**src/rtl/store_buffer.sv**
```systemverilog
// store_buffer: aligns SB/SH/SW data into byte lanes and queues them in a small FIFO that drains to the DM port.
module store_buffer #(
  parameter int DEPTH = 2,
  parameter logic [5:0] OP_SB = 6'd20,
  parameter logic [5:0] OP_SH = 6'd21,
  parameter logic [5:0] OP_SW = 6'd22
) (
  input  logic        clk,
  input  logic        rst,
  input  logic        i_valid,
  input  logic [5:0]  i_mnemonic,
  input  logic [31:0] i_ALUout,
  input  logic [31:0] i_rs2_data,
  input  logic        i_load_req,
  input  logic [31:0] i_load_addr,
  output logic        o_stall,
  output logic        o_load_hazard,
  output logic        o_misaligned,
  output logic        o_DM_CS,
  output logic [3:0]  o_DM_WEB,
  output logic [31:0] o_DM_A,
  output logic [31:0] o_DM_DI
);
  localparam int AW = (DEPTH > 1) ? $clog2(DEPTH) : 1;
  logic [29:0]   addr_q [DEPTH];
  logic [3:0]    web_q  [DEPTH];
  logic [31:0]   data_q [DEPTH];
  logic [DEPTH-1:0] valid_q;
  logic [AW-1:0] head, tail;
  logic [AW:0]   count;
  logic is_sb, is_sh, is_sw, store_req, full, empty, push, drain, match;
  logic [31:0] wdata;
  logic [3:0]  wweb;
  assign is_sb = i_mnemonic == OP_SB;
  assign is_sh = i_mnemonic == OP_SH;
  assign is_sw = i_mnemonic == OP_SW;
  // misalignment is masked during reset so every output shows its reset value
  assign o_misaligned = !rst && i_valid && ((is_sh && i_ALUout[0]) || (is_sw && i_ALUout[1:0] != 2'b00));
  assign store_req = i_valid && (is_sb || is_sh || is_sw) && !o_misaligned;
  assign full  = count == (AW+1)'(DEPTH);
  assign empty = count == '0;
  assign o_stall = store_req && full;
  assign push = store_req && !full;
  assign wdata = is_sb ? {4{i_rs2_data[7:0]}} : is_sh ? {2{i_rs2_data[15:0]}} : i_rs2_data;
  assign wweb  = is_sb ? ~(4'b0001 << i_ALUout[1:0]) : is_sh ? (i_ALUout[1] ? 4'b0011 : 4'b1100) : 4'b0000;
  always_comb begin
    match = 1'b0;
    for (int i = 0; i < DEPTH; i++)
      match = match | (valid_q[i] && addr_q[i] == i_load_addr[31:2]);
  end
  assign o_load_hazard = i_load_req && match;
  assign drain = !empty && (!i_load_req || o_load_hazard);
  assign o_DM_CS  = drain;
  assign o_DM_WEB = drain ? web_q[head] : 4'hF;
  assign o_DM_A   = drain ? {addr_q[head], 2'b00} : 32'd0;
  assign o_DM_DI  = drain ? data_q[head] : 32'd0;
  always_ff @(posedge clk or posedge rst) begin
    if (rst) begin
      head <= '0;
      tail <= '0;
      count <= '0;
      valid_q <= '0;
      for (int i = 0; i < DEPTH; i++) begin
        addr_q[i] <= '0;
        web_q[i] <= 4'hF;
        data_q[i] <= '0;
      end
    end else begin
      if (drain) begin
        valid_q[head] <= 1'b0;
        head <= head + AW'(1);
      end
      if (push) begin
        addr_q[tail] <= i_ALUout[31:2];
        web_q[tail] <= wweb;
        data_q[tail] <= wdata;
        valid_q[tail] <= 1'b1;
        tail <= tail + AW'(1);
      end
      count <= count + (AW+1)'(push) - (AW+1)'(drain);
    end
  end
endmodule
```
**config.mk**
```make
export PLATFORM = sky130hd
export DESIGN_NAME = store_buffer
export DESIGN_NICKNAME = d
export VERILOG_FILES = /design/src/rtl/store_buffer.sv
export SDC_FILE = /design/constraint.sdc
export NUM_CORES = 1
export LEC_CHECK = 0
export CAP_MARGIN = 20
export CELL_PAD_IN_SITES_DETAIL_PLACEMENT = 2
export CELL_PAD_IN_SITES_GLOBAL_PLACEMENT = 2
export CORE_ASPECT_RATIO = 0.8
export CORE_UTILIZATION = 29
export DETAILED_ROUTE_END_ITERATION = 8
export GPL_TIMING_DRIVEN = 0
export HOLD_SLACK_MARGIN = 0.05
export PLACE_DENSITY = 0.83
export SYNTH_ARGS = -nofsm -noshare
export SYNTH_HDL_FRONTEND = slang
export SYNTH_SLANG_ARGS = --single-unit
```
**constraint.sdc**
```tcl
create_clock -name clk -period 8.12 [get_ports clk]
set_input_delay 1.624 -clock clk [delete_from_list [all_inputs] [get_ports clk]]
set_output_delay 1.624 -clock clk [all_outputs]
set_load 0.005 [all_outputs]
```
Yosys cells after proc, flatten, opt, wreduce, memory -nomap -nowiden
Cells that the tools add are included.
{"block": "word_totals", "register_bits": 138, "latchBits": 0, "ram_bits": 0, "mem_bits_ro": 0, "inputBits": 106, "output_inout_bits": 72, "elab_cells": 93, "mem_count": 0}
{"block": "classes", "addsub": 4, "multipliers": 0, "n_div": 0, "magnitude_cmp": 7, "eq_ne": 6, "n_shift": 1, "muxes": 32, "n_bitwise": 7, "reduce_logical": 26}
{"op": "32-bit 2-to-1 mux", "n": 8}
{"op": "30-bit 2-to-1 mux", "n": 4}
{"op": "64-bit bitwise mux", "n": 1}
{"op": "60-bit bitwise mux", "n": 1}
{"op": "30-bit equality test", "n": 2}
{"op": "32-bit demux with 1-bit select", "n": 1}
{"op": "4-bit 2-to-1 mux", "n": 8}
{"op": "30-bit demux with 1-bit select", "n": 1}
{"op": "6-bit by 5-bit equality test with 1-bit output, second input constant", "n": 3}
{"op": "1-bit logical AND", "n": 15}
{"op": "8-bit bitwise mux", "n": 1}
{"op": "1-bit logical NOT", "n": 5}
{"op": "4-bit demux with 1-bit select", "n": 1}
{"op": "2-bit >= comparator, second input constant", "n": 2}
{"op": "1-bit logical OR", "n": 4}
{"op": "1-bit by 2-bit less-than comparator with 1-bit output, second input constant", "n": 2}
{"op": "2-bit 2-to-1 mux", "n": 2}
{"op": "1-bit inverter with 2-bit output", "n": 2}
{"op": "4-bit inverter", "n": 1}
{"op": "1-bit by 2-bit << shifter with 4-bit output, first input constant", "n": 1}
{"op": "1-bit adder, second input constant", "n": 2}
{"op": "2-bit by 1-bit adder with 2-bit output", "n": 1}
{"op": "2-bit AND", "n": 1}
{"op": "1-bit demux with 1-bit select", "n": 2}
{"op": "10 further kinds", "n": 12}

Logic depth before layout (Yosys ltp)
{"block": "depth", "depth_word": 9, "mapped_depth": 12, "depth_no_buf": 11}

Worst setup path before layout
No wires, ideal clock.
{"block": "synth_timing", "kind": "input to output", "startpoint": "input port rst", "endpoint": "output port o_stall", "t_arrival_ns": 5.243, "required_time_ns": 6.496, "path_slack_ns": 1.253, "stages": 4, "cell_sequence": "inv_1 > a31o_2 > a211oi_1 > and2_1"}
{"block": "synth_between", "elab_chain_cells": 6}
{"item": "start: declaration", "line_no": "9", "rtl": "input logic rst,"}
{"item": "1-bit logical NOT (no source line)"}
{"item": "1-bit logical AND (2 in series)", "line_no": "38", "rtl": "assign o_misaligned = !rst && i_valid && ((is_sh && i_ALUout[0]) || (is_sw && i_ALUout[1:0] != 2'b00));"}
{"item": "1-bit logical NOT", "line_no": "39", "rtl": "assign store_req = i_valid && (is_sb || is_sh || is_sw) && !o_misaligned;"}
{"item": "1-bit logical AND", "line_no": "39"}
{"item": "1-bit logical AND", "line_no": "42", "rtl": "assign o_stall = store_req && full;"}
{"item": "end: declaration", "line_no": "16", "rtl": "output logic o_stall,"}
No other way between the ends.

Worst setup path after layout
{"block": "layout_timing", "startpoint": "input port i_load_addr[26]", "endpoint": "output port o_DM_A[7]"}
{"block": "layout_between", "elab_chain_cells": 7}
{"item": "start: declaration", "line_no": "15", "rtl": "input logic [31:0] i_load_addr,"}
{"item": "30-bit equality test", "line_no": "49", "rtl": "match = match | (valid_q[i] && addr_q[i] == i_load_addr[31:2]);"}
{"item": "1-bit logical AND", "line_no": "49"}
{"item": "1-bit OR (*)", "line_no": "49"}
{"item": "1-bit logical AND (*)", "line_no": "51", "rtl": "assign o_load_hazard = i_load_req && match;"}
{"item": "1-bit logical OR (*)", "line_no": "52", "rtl": "assign drain = !empty && (!i_load_req || o_load_hazard);"}
{"item": "1-bit logical AND (*)", "line_no": "52"}
{"item": "32-bit 2-to-1 mux (*)", "line_no": "55", "rtl": "assign o_DM_A = drain ? {addr_q[head], 2'b00} : 32'd0;"}
{"item": "end: declaration", "line_no": "21", "rtl": "output logic [31:0] o_DM_A,"}
Every way passes the cells marked *; elsewhere a longest branch is shown, timed or not.

==> results.tsv <==
stage	metric	value	unit
final_layout	finalInstanceArea	9950	µm²
yosys	synth-seq-cells	138	
global_routing	grt_max_degree	82	
yosys	syn_area	7250	µm²
min_path	hp-class	register to register	
status	status	finished, final reports clean	
placed_design	hpwl	20900	µm
critical_path	end_kind	primary output	
yosys	yosys_warnings	0	
final_layout	nets	1131	
yosys	synth_edf_count	0	
sta	hold_viol_final	0	
floorplan	die_x	179	µm
drt	drtIter0Drc	293	
global_routing	grt_usage	0.232	
global_routing	gr-total-overflow	0	
sta	slew_violations	0	
clock_network	postCtsSetupBuffers	0	
sta	holdWs	0.466	ns
clock_network	cts_buffer_depth	2	
placed_design	placedCellCount	1322	
drt	vias	6706	
yosys	synth_top_cell_by_area	dfrtp_1	
yosys	synth_ff_type	dfrtp_1	
floorplan	die_h	143	µm
critical_path	cp.required	6.50	ns
sta	fin_crit_sh	0.811	
global_routing	grt_pass1_vias	7465	
yosys	syn_area_per_cell	8.73	µm²
floorplan	ios	178	
placed_design	pre_cts_ws	1.56	ns
sta	slew_headroom	0.380	
clock_network	cts_resized	0	
placed_design	gp_congestion	0.804	
drt	drc	0	
critical_path	startpoint	i_load_addr[26]	
drt	ant_nets	0	
power	p_leak	4.50	nW
critical_path	reg2reg_from	addr_q[10]$_DFFE_PP0P_	
sta	skew	0.0148	ns
clock_network	cts_tree	done	
critical_path	crit_arrival	4.96	ns
floorplan	coreArea	24400	µm²
yosys	async_flop_share	1.00	
sta	clock.fmax	0.152	GHz
clock_network	clk_latency	0.44	ns
yosys	syn_inst	830	
min_path	hp-start	web_q[2]$_DFFE_PP1P_	
sta	fin_ws	1.54	ns
drt	drtPass1Iterations	4	
global_routing	grt_pass1_wl	44000	µm
placed_design	port-buffer-count	172	
sta	layout_min_cycle_time	6.58	ns
clock_network	hold_buffers	0	
sta	setup_viol	0	
global_routing	antenna_found_initial	1	
sta	rsz0062_at_grt	false	
final_layout	fillers	2688	
placed_design	place_area	9410	µm²
floorplan	row_count	51	
final_layout	fin_util	0.407	
clock_network	cts_root_buf	clkbuf_16	
power	power_density	271	nW/µm²
clock_network	cts.sinks	138	
critical_path	start_kind	primary input	
floorplan	initial_core_util	0.297	
yosys	yosysTopAreaCellShare	0.449	
clock_network	h-tree-depth	4	
yosys	synth_cell_types	40	
final_layout	layout-drive-gt1-share	0.0627	
floorplan	die-area	25600	µm²
job	max_cap_viol_count	0	
drt	wl	28800	µm
critical_path	critical_path_class	primary input to primary output	
yosys	synth_common_cells	nand2_1 (301), dfrtp_1 (130), mux2i_1 (86)	
yosys	netlist_top_cells_area	dfrtp_1 (45%), nand2_1 (16%), mux2i_1 (12%)	
sta	tightestPinTransition	0.930	ns
final_layout	fin_cells	1355	
drt	wl_per_cell	21.2	µm
final_layout	syn_to_final_growth	37.3	%
clock_network	clk_pin_slew	0.06	ns
critical_path	path_max_fanout	10	
clock_network	cts_made_buffers	17	
drt	viasPerCell	4.95	
yosys	synth-seq-area-share	0.478	
yosys	yosysMostFrequentCell	nand2_1	
power	ir_drop	0.152	mV
==> metrics by stage <==
stage,TNS (ns),power (mW)
final,0,2.70
after global routing,0,2.85
after floorplan,0,1.52
after global placement,-24.20,1.91
after detailed placement,0,1.96
after CTS,0,2.72
==> placed cells by master (no fill, tap or decap), types with 15 or more instances in the layout <==
cell	n
nand2_1	301
dfrtp_1	130
clkbuf_1	33
xnor2_1	59
clkdlybuf4s50_1	172
nor2_1	64
o21ai_0	65
mux2i_1	86
clkbuf_16	17
buf_2	15
==> path summary, 6_finish.rpt <==
check,end,slack [ns],depth (start not counted)
setup / recovery,o_DM_A[7],1.54,9
min in group asynchronous,data_q[59]$_DFFE_PP0P_,1.70,2
hold / removal,web_q[2]$_DFFE_PP1P_,0.47,2
max in group asynchronous,web_q[0]$_DFFE_PP1P_,5.59,3
hold reg to reg,web_q[2]$_DFFE_PP1P_,0.47,2
setup reg to reg,count[1]$_DFF_PP0_,4.65,12
==> sequential cells by signal (all words and copies together), names as in the netlist <==
| signal | cells |
|---|---|
| addr_q | 60 |
| count | 2 |
| data_q | 64 |
| head | 1 |
| tail | 1 |
| valid_q | 2 |
| web_q | 8 |
==> power by group <==
part	total (mW)	internal [mW]	switching, mW
registers	1.02	0.874	0.150
logic	0.939	0.444	0.495
clock network	0.736	0.396	0.340
==> cell families (layout without fill, tap and decap cells) <==
group                      count (synthesis)  in the layout  share of synthesized area
AOI/OAI and AO/OA                         78             78                     0.0632
xor gates and xnor gates                  64             64                     0.0773
adders and majority gates                  2              2                    0.00345
buffers and inverters                     58            263                     0.0338
DFF                                      138            138                      0.478
muxes                                     86             86                      0.119
other                                      1              3                   0.000517
and+or+nand+nor                          403            403                      0.225
==> cell type report <==
class	count	area [µm²]	share of cell area
diodes	1	2.50	0.000251
plain buffers	52	223	0.0224
clock buffers	18	429	0.0431
clock inverters	14	115	0.0116
inverters	6	27.5	0.00277
multi-input cells	635	3540	0.356
flip-flops and latches	138	3460	0.348
well taps	318	398	0.0400
repair buffers	173	1750	0.176
==> per-layer routing <==
layer,global-route usage,wire [µm],part of all wire,vias up
li1,-,-,-,3094
met1,0.317,13300,0.46,3429
met2,0.378,13800,0.48,156
met3,0.0450,1280,0.044,27
met4,0.0500,401,0.014,0
met5,0,0,0,-
==> critical path, cell delays in order <==
cell and delay (ns):
clkdlybuf4s50_1 0.51, xnor2_1 0.34, nand4_1 0.14, or4_4 0.55, nor4_4 0.35, o32ai_2 0.25
clkbuf_1 0.37, nor2_1 0.29, clkdlybuf4s50_1 0.54
Power figures use the tool's default switching activity.
